[config.mk]
export PLATFORM = sky130hd
export DESIGN_NAME = ddrdll_update_sequencer
export DESIGN_NICKNAME = d
export VERILOG_FILES = /design/src/rtl/ddrdll_update_sequencer.sv
export SDC_FILE = /design/constraint.sdc
export NUM_CORES = 1
export LEC_CHECK = 0
export CAP_MARGIN = 40
export CORE_UTILIZATION = 30
export DETAILED_ROUTE_END_ITERATION = 16
export PLACE_DENSITY_LB_ADDON = 0.08
export SLEW_MARGIN = 20
export SYNTH_ARGS = -nofsm -noshare
export SYNTH_HDL_FRONTEND = slang
export SYNTH_SLANG_ARGS = --single-unit
[constraint.sdc]
create_clock -name clk -period 2 [get_ports clk]
set_clock_uncertainty 0.05 [all_clocks]
set_input_delay 0.4 -clock clk [delete_from_list [all_inputs] [get_ports clk]]
set_output_delay 0.4 -clock clk [all_outputs]
set_load 0.05 [all_outputs]
[src/rtl/ddrdll_update_sequencer.sv]
// DDRDLL reset/lock/update sequencer: brings one DLL to lock, publishes its
// delay code and refreshes it through FREEZE/UDDCNTL_N update pulses.
module ddrdll_update_sequencer #(
  parameter int CODE_W       = 9,
  parameter int RST_CYCLES   = 16,
  parameter int LOCK_FILT    = 4,
  parameter int LOCK_TIMEOUT = 4096,
  parameter int UPD_INTERVAL = 1024,
  parameter int FREEZE_SETUP = 4,
  parameter int UPD_PULSE    = 2,
  parameter int SETTLE       = 8
) (
  input  logic              clk,
  input  logic              rst,
  input  logic              en,
  input  logic              upd_req,
  output logic              upd_ack,
  output logic              busy,
  output logic              lock_err,
  output logic              code_valid,
  output logic [CODE_W-1:0] code_out,
  output logic              dll_rst,
  output logic              dll_freeze,
  output logic              dll_uddcntl_n,
  input  logic              dll_lock,
  input  logic [CODE_W-1:0] dll_code
);

  localparam int M1 = (RST_CYCLES > LOCK_TIMEOUT) ? RST_CYCLES : LOCK_TIMEOUT;
  localparam int M2 = (UPD_INTERVAL > FREEZE_SETUP) ? UPD_INTERVAL : FREEZE_SETUP;
  localparam int M3 = (UPD_PULSE > SETTLE) ? UPD_PULSE : SETTLE;
  localparam int M4 = (M1 > M2) ? M1 : M2;
  localparam int MAXP = (M4 > M3) ? M4 : M3;
  localparam int CW = $clog2(MAXP + 1);
  localparam int FW = $clog2(LOCK_FILT + 1);

  typedef enum logic [2:0] {
    S_OFF, S_RST, S_LOCK, S_IDLE, S_FRZ, S_UPD, S_SETTLE
  } state_t;

  state_t            state, state_n;
  logic [CW-1:0]     cnt, cnt_n;
  logic [FW-1:0]     filt, filt_n;
  logic [FW-1:0]     filt_inc;
  logic              pending, pending_n;
  logic              valid_n, err_n, ack_n;
  logic [CODE_W-1:0] code_n;
  logic              last, filt_full, trig;

  assign last      = (cnt == CW'(1));
  assign filt_inc  = filt + FW'(1);
  assign filt_full = (filt_inc == FW'(LOCK_FILT));
  assign trig      = upd_req || pending ||
                     ((UPD_INTERVAL != 0) && last);

  always_comb begin
    state_n   = state;
    cnt_n     = cnt;
    filt_n    = filt;
    pending_n = pending || upd_req;
    valid_n   = code_valid;
    err_n     = lock_err;
    ack_n     = 1'b0;
    code_n    = code_out;
    if (!en) begin
      state_n   = S_OFF;
      cnt_n     = '0;
      filt_n    = '0;
      pending_n = 1'b0;
      valid_n   = 1'b0;
      code_n    = '0;
    end else begin
      unique case (state)
        S_OFF: begin
          state_n = S_RST;
          cnt_n   = CW'(RST_CYCLES);
          filt_n  = '0;
        end
        S_RST: begin
          valid_n = 1'b0;
          if (last) begin
            state_n = S_LOCK;
            cnt_n   = CW'(LOCK_TIMEOUT);
            filt_n  = '0;
          end else begin
            cnt_n = cnt - CW'(1);
          end
        end
        S_LOCK: begin
          filt_n = dll_lock ? filt_inc : '0;
          // acceptance beats a simultaneous timeout
          if (dll_lock && filt_full) begin
            state_n = S_IDLE;
            code_n  = dll_code;
            valid_n = 1'b1;
            cnt_n   = CW'(UPD_INTERVAL);
            filt_n  = '0;
          end else if (last) begin
            state_n = S_RST;
            err_n   = 1'b1;
            cnt_n   = CW'(RST_CYCLES);
            filt_n  = '0;
          end else begin
            cnt_n = cnt - CW'(1);
          end
        end
        S_IDLE: begin
          if (!dll_lock && filt_full) begin
            state_n = S_RST;
            valid_n = 1'b0;
            cnt_n   = CW'(RST_CYCLES);
            filt_n  = '0;
          end else if (trig) begin
            state_n   = S_FRZ;
            cnt_n     = CW'(FREEZE_SETUP);
            filt_n    = '0;
            pending_n = 1'b0;
          end else begin
            filt_n = dll_lock ? '0 : filt_inc;
            if (UPD_INTERVAL != 0) cnt_n = cnt - CW'(1);
          end
        end
        S_FRZ: begin
          if (last) begin
            state_n = S_UPD;
            cnt_n   = CW'(UPD_PULSE);
          end else begin
            cnt_n = cnt - CW'(1);
          end
        end
        S_UPD: begin
          if (last) begin
            state_n = S_SETTLE;
            cnt_n   = CW'(SETTLE);
          end else begin
            cnt_n = cnt - CW'(1);
          end
        end
        S_SETTLE: begin
          if (last) begin
            state_n = S_IDLE;
            code_n  = dll_code;
            ack_n   = 1'b1;
            cnt_n   = CW'(UPD_INTERVAL);
            filt_n  = '0;
          end else begin
            cnt_n = cnt - CW'(1);
          end
        end
        default: state_n = S_OFF;
      endcase
    end
  end

  always_ff @(posedge clk) begin
    if (rst) begin
      state         <= S_OFF;
      cnt           <= '0;
      filt          <= '0;
      pending       <= 1'b0;
      code_valid    <= 1'b0;
      code_out      <= '0;
      lock_err      <= 1'b0;
      upd_ack       <= 1'b0;
      busy          <= 1'b0;
      dll_rst       <= 1'b1;
      dll_freeze    <= 1'b0;
      dll_uddcntl_n <= 1'b1;
    end else begin
      state         <= state_n;
      cnt           <= cnt_n;
      filt          <= filt_n;
      pending       <= pending_n;
      code_valid    <= valid_n;
      code_out      <= code_n;
      lock_err      <= err_n;
      upd_ack       <= ack_n;
      busy          <= (state_n != S_OFF) && (state_n != S_IDLE);
      dll_rst       <= (state_n == S_OFF) || (state_n == S_RST);
      dll_freeze    <= (state_n == S_FRZ) || (state_n == S_UPD) ||
                       (state_n == S_SETTLE);
      dll_uddcntl_n <= (state_n != S_UPD);
    end
  end

endmodule

==> reports/metrics.cfg <==
[power]
irDropWorstVdd_mv = 0.3371
switching_share_pct = 23.78
p_switching_uw = 406.8
p_per_area_nw_per_um2 = 568.3
intPower_uw = 1304
seq_power_share_pct = 42.8
pwr-share-clk_pct = 41.6
power_frac_comb_pct = 15.6
p_leak_uw = 0.001114
design_power_total_uw = 1711

[sta]
setup-tns-final_ns = 0
drv_slew = 0
fin_hold_ws_ns = 0.4201
tightestPinTransition_ns = 0.5123
setup_viol = 0
max_slew_margin_pct = 65.74
hold_viol_final = 0
period_needed_ns = 1.976
period_share_pct = 98.81
fmax_mhz = 506.0
rsz0062_at_grt = true

[synth]
ys.flop_type = dfxtp_1
avgSynthCellArea_um2 = 8.580
synth_area_leaders = dfxtp_1 37%, nor2_1 5.4%, mux2i_1 5.2%
synth_top_cell_area_share_pct = 37.33
synth_nets = 243
ys_ff_latch = 36
synth_cell_type_count = 57
async_flop_share_pct = 0
yosysTopAreaCell = dfxtp_1
yosysMostFrequentCell = dfxtp_1
netlist_area_um2 = 1931
yosysSeqAreaShare_pct = 37.33
yosys_warnings = 0
synth_edf_count = 0
synth_commonest_cells = 36 x dfxtp_1, 28 x nor2_1, 16 x a21oi_1
netlist_instances = 225

[layout]
multi_input_area_um2 = 1245
drive_above_1_share_pct = 34.19
areaGrowthSynthToFinish_pct = 55.93
final_cells = 388
final_area_um2 = 3010
antenna_cells_inserted = 0
seq_area_um2 = 724.4
fillers = 602
num-nets-final = 330

[global_route]
grt_max_degree = 23
grt_usage_pct = 17.71
antenna_found_initial = 0
grt_first_pass_wirelength_mm = 9.066
grt_pass1_vias = 1888
use_met3_pct = 4.396
grt-busiest-layer = met2
grt_use_met2_pct = 27.02
overflow = 0
grt.met1_usage_pct = 24.35

[critical_path]
cp_top_family = buffers and inverters
cp_max_fo = 6
crit_path_end_kind = flip-flop
cp_cell_sequence = clkdlybuf4s50_1 -> or3b_2 -> a21boi_1 -> buf_4 -> nor3_2 -> a22oi_2 -> nor3_1
worst_ep_required_time_ns = 2.12
critPathArrivalTime_ns = 2.10
slowest_stage = clkdlybuf4s50_1
crit_type = in -> reg
startpoint_type = primary input
worst-path-buf-inv = 2
cpPeakStageDelay_ns = 0.47

[detailed_routing]
vias = 1966
drtPass1Iterations = 5
drc_errors = 0
drtIter0Drc = 62
vias_per_cell = 5.067
routed_wl_mm = 5.383
wl_per_cell_um = 13.87
drtAntennaViolNets = 0

[run]
cap_violations = 0

[outcome]
status = finished clean

[clocking]
clock_path_buffers = 2
htree_levels = 2
worstSkewPairLatency_ns = 0.29
path_clk_slew_ns = 0.07
post_cts_hold_buffer_count = 0
clock-root-buffer = clkbuf_8
cts_buffers = 5
cts_tree = yes
cts.sinks = 36

[floorplanning]
die_w_um = 82.22
initial_core_util_pct = 31.85
rows = 28
io_pins = 30
die_y_um = 82.22
core_um2 = 6061
die_area_um2 = 6760

[placed_design]
placed_area_um2 = 2739
detailed_place_hpwl_mm = 4.056
gp_congestion = 0.7933
io_buffer_count = 29
place_inst = 379

[hold_path]
hold_class = reg -> reg

==> worst paths after layout <==
kind | from | end | slack, ns | cells after the start
worst max-delay path | dll_lock | cnt[8]$_SDFFE_PP0P_ | 0.02 | 7
worst min-delay path | filt[0]$_SDFFE_PP0P_ | filt[0]$_SDFFE_PP0P_ | 0.42 | 1
worst max register to register | cnt[10]$_SDFFE_PP0P_ | cnt[2]$_SDFFE_PP0P_ | 0.02 | 7
worst min register to register | filt[0]$_SDFFE_PP0P_ | filt[0]$_SDFFE_PP0P_ | 0.42 | 1
==> cell type report <==
class	count	share of cell area, %
inverter	8	0.9975
multi-input combinational	169	41.35
clock inverter	1	0.9975
sequential	36	24.06
tap	75	3.117
timing repair buffer	92	26.27
clock buffer	7	3.200
==> per-stage QoR <==
step / util (%) / worst slack (ns)
floorplan: - / 0.005136
global placement: 45.19 / -0.4078
finish: 49.67 / 0.02372
detailed placement: 45.19 / -0.4015
CTS: 48.10 / -0.08099
global route: 49.67 / -0.07017
==> sequential cells by signal, indices dropped and copies added, names as in the netlist <==
signal,cells
code_out,9
pending,1
dll_freeze,1
dll_rst,1
lock_err,1
cnt,13
upd_ack,1
code_valid,1
state,3
dll_uddcntl_n,1
filt,3
busy,1
==> power groups by stage <==
stage               registers (µW)  clock network, µW  logic, µW
global placement               748                  0        245
floorplan                      754                  0        125
detailed placement             748                  0        244
global route                   734                758        292
finish                         733                711        267
CTS                            732                731        253
==> per-layer routing <==
| layer | wire (µm) | part of all wire, % | up-vias |
|---|---|---|---|
| met1 | 2743 | 51 | 910 |
| li1 | - | - | 1006 |
| met5 | 0 | 0 | - |
| met2 | 2322 | 43 | 44 |
| met3 | 247 | 4.6 | 6 |
| met4 | 68 | 1.3 | 0 |
==> cell families (layout without fill, tap and decap cells) <==
kind of cell | count (synthesis) | in the layout | synth area share (%)
simple gates | 95 | 95 | 27.67
flops | 36 | 36 | 37.33
compound gates | 52 | 52 | 19.12
mux | 11 | 11 | 5.768
xor+xnor | 7 | 7 | 3.176
buf+inv | 20 | 108 | 4.342
fa+ha+maj | 4 | 4 | 2.592
==> cells in the final DEF (no fill, tap or decap), types with 3 or more instances in the layout <==
cell	instances
inv_1	7
mux2i_1	10
dfxtp_2	3
nor4_1	3
nor2_1	27
nand4_1	4
clkdlybuf4s50_1	29
nand2_1	10
nand3_1	7
dfxtp_1	33
clkbuf_8	7
a21oi_2	4
nor2b_1	5
nor3_1	11
a31oi_1	3
buf_4	59
xnor2_1	5
o22ai_1	5
nand2b_1	6
o21ai_0	4
ha_1	3
a21oi_1	12
==> repair_timing <==
action,CTS,global route
gates cloned,0,0
setup buffers,1,1
setup endpoints to repair,14,30
gates resized for setup,10,21
pin swaps,4,15
(Power assumes the default switching activity.)
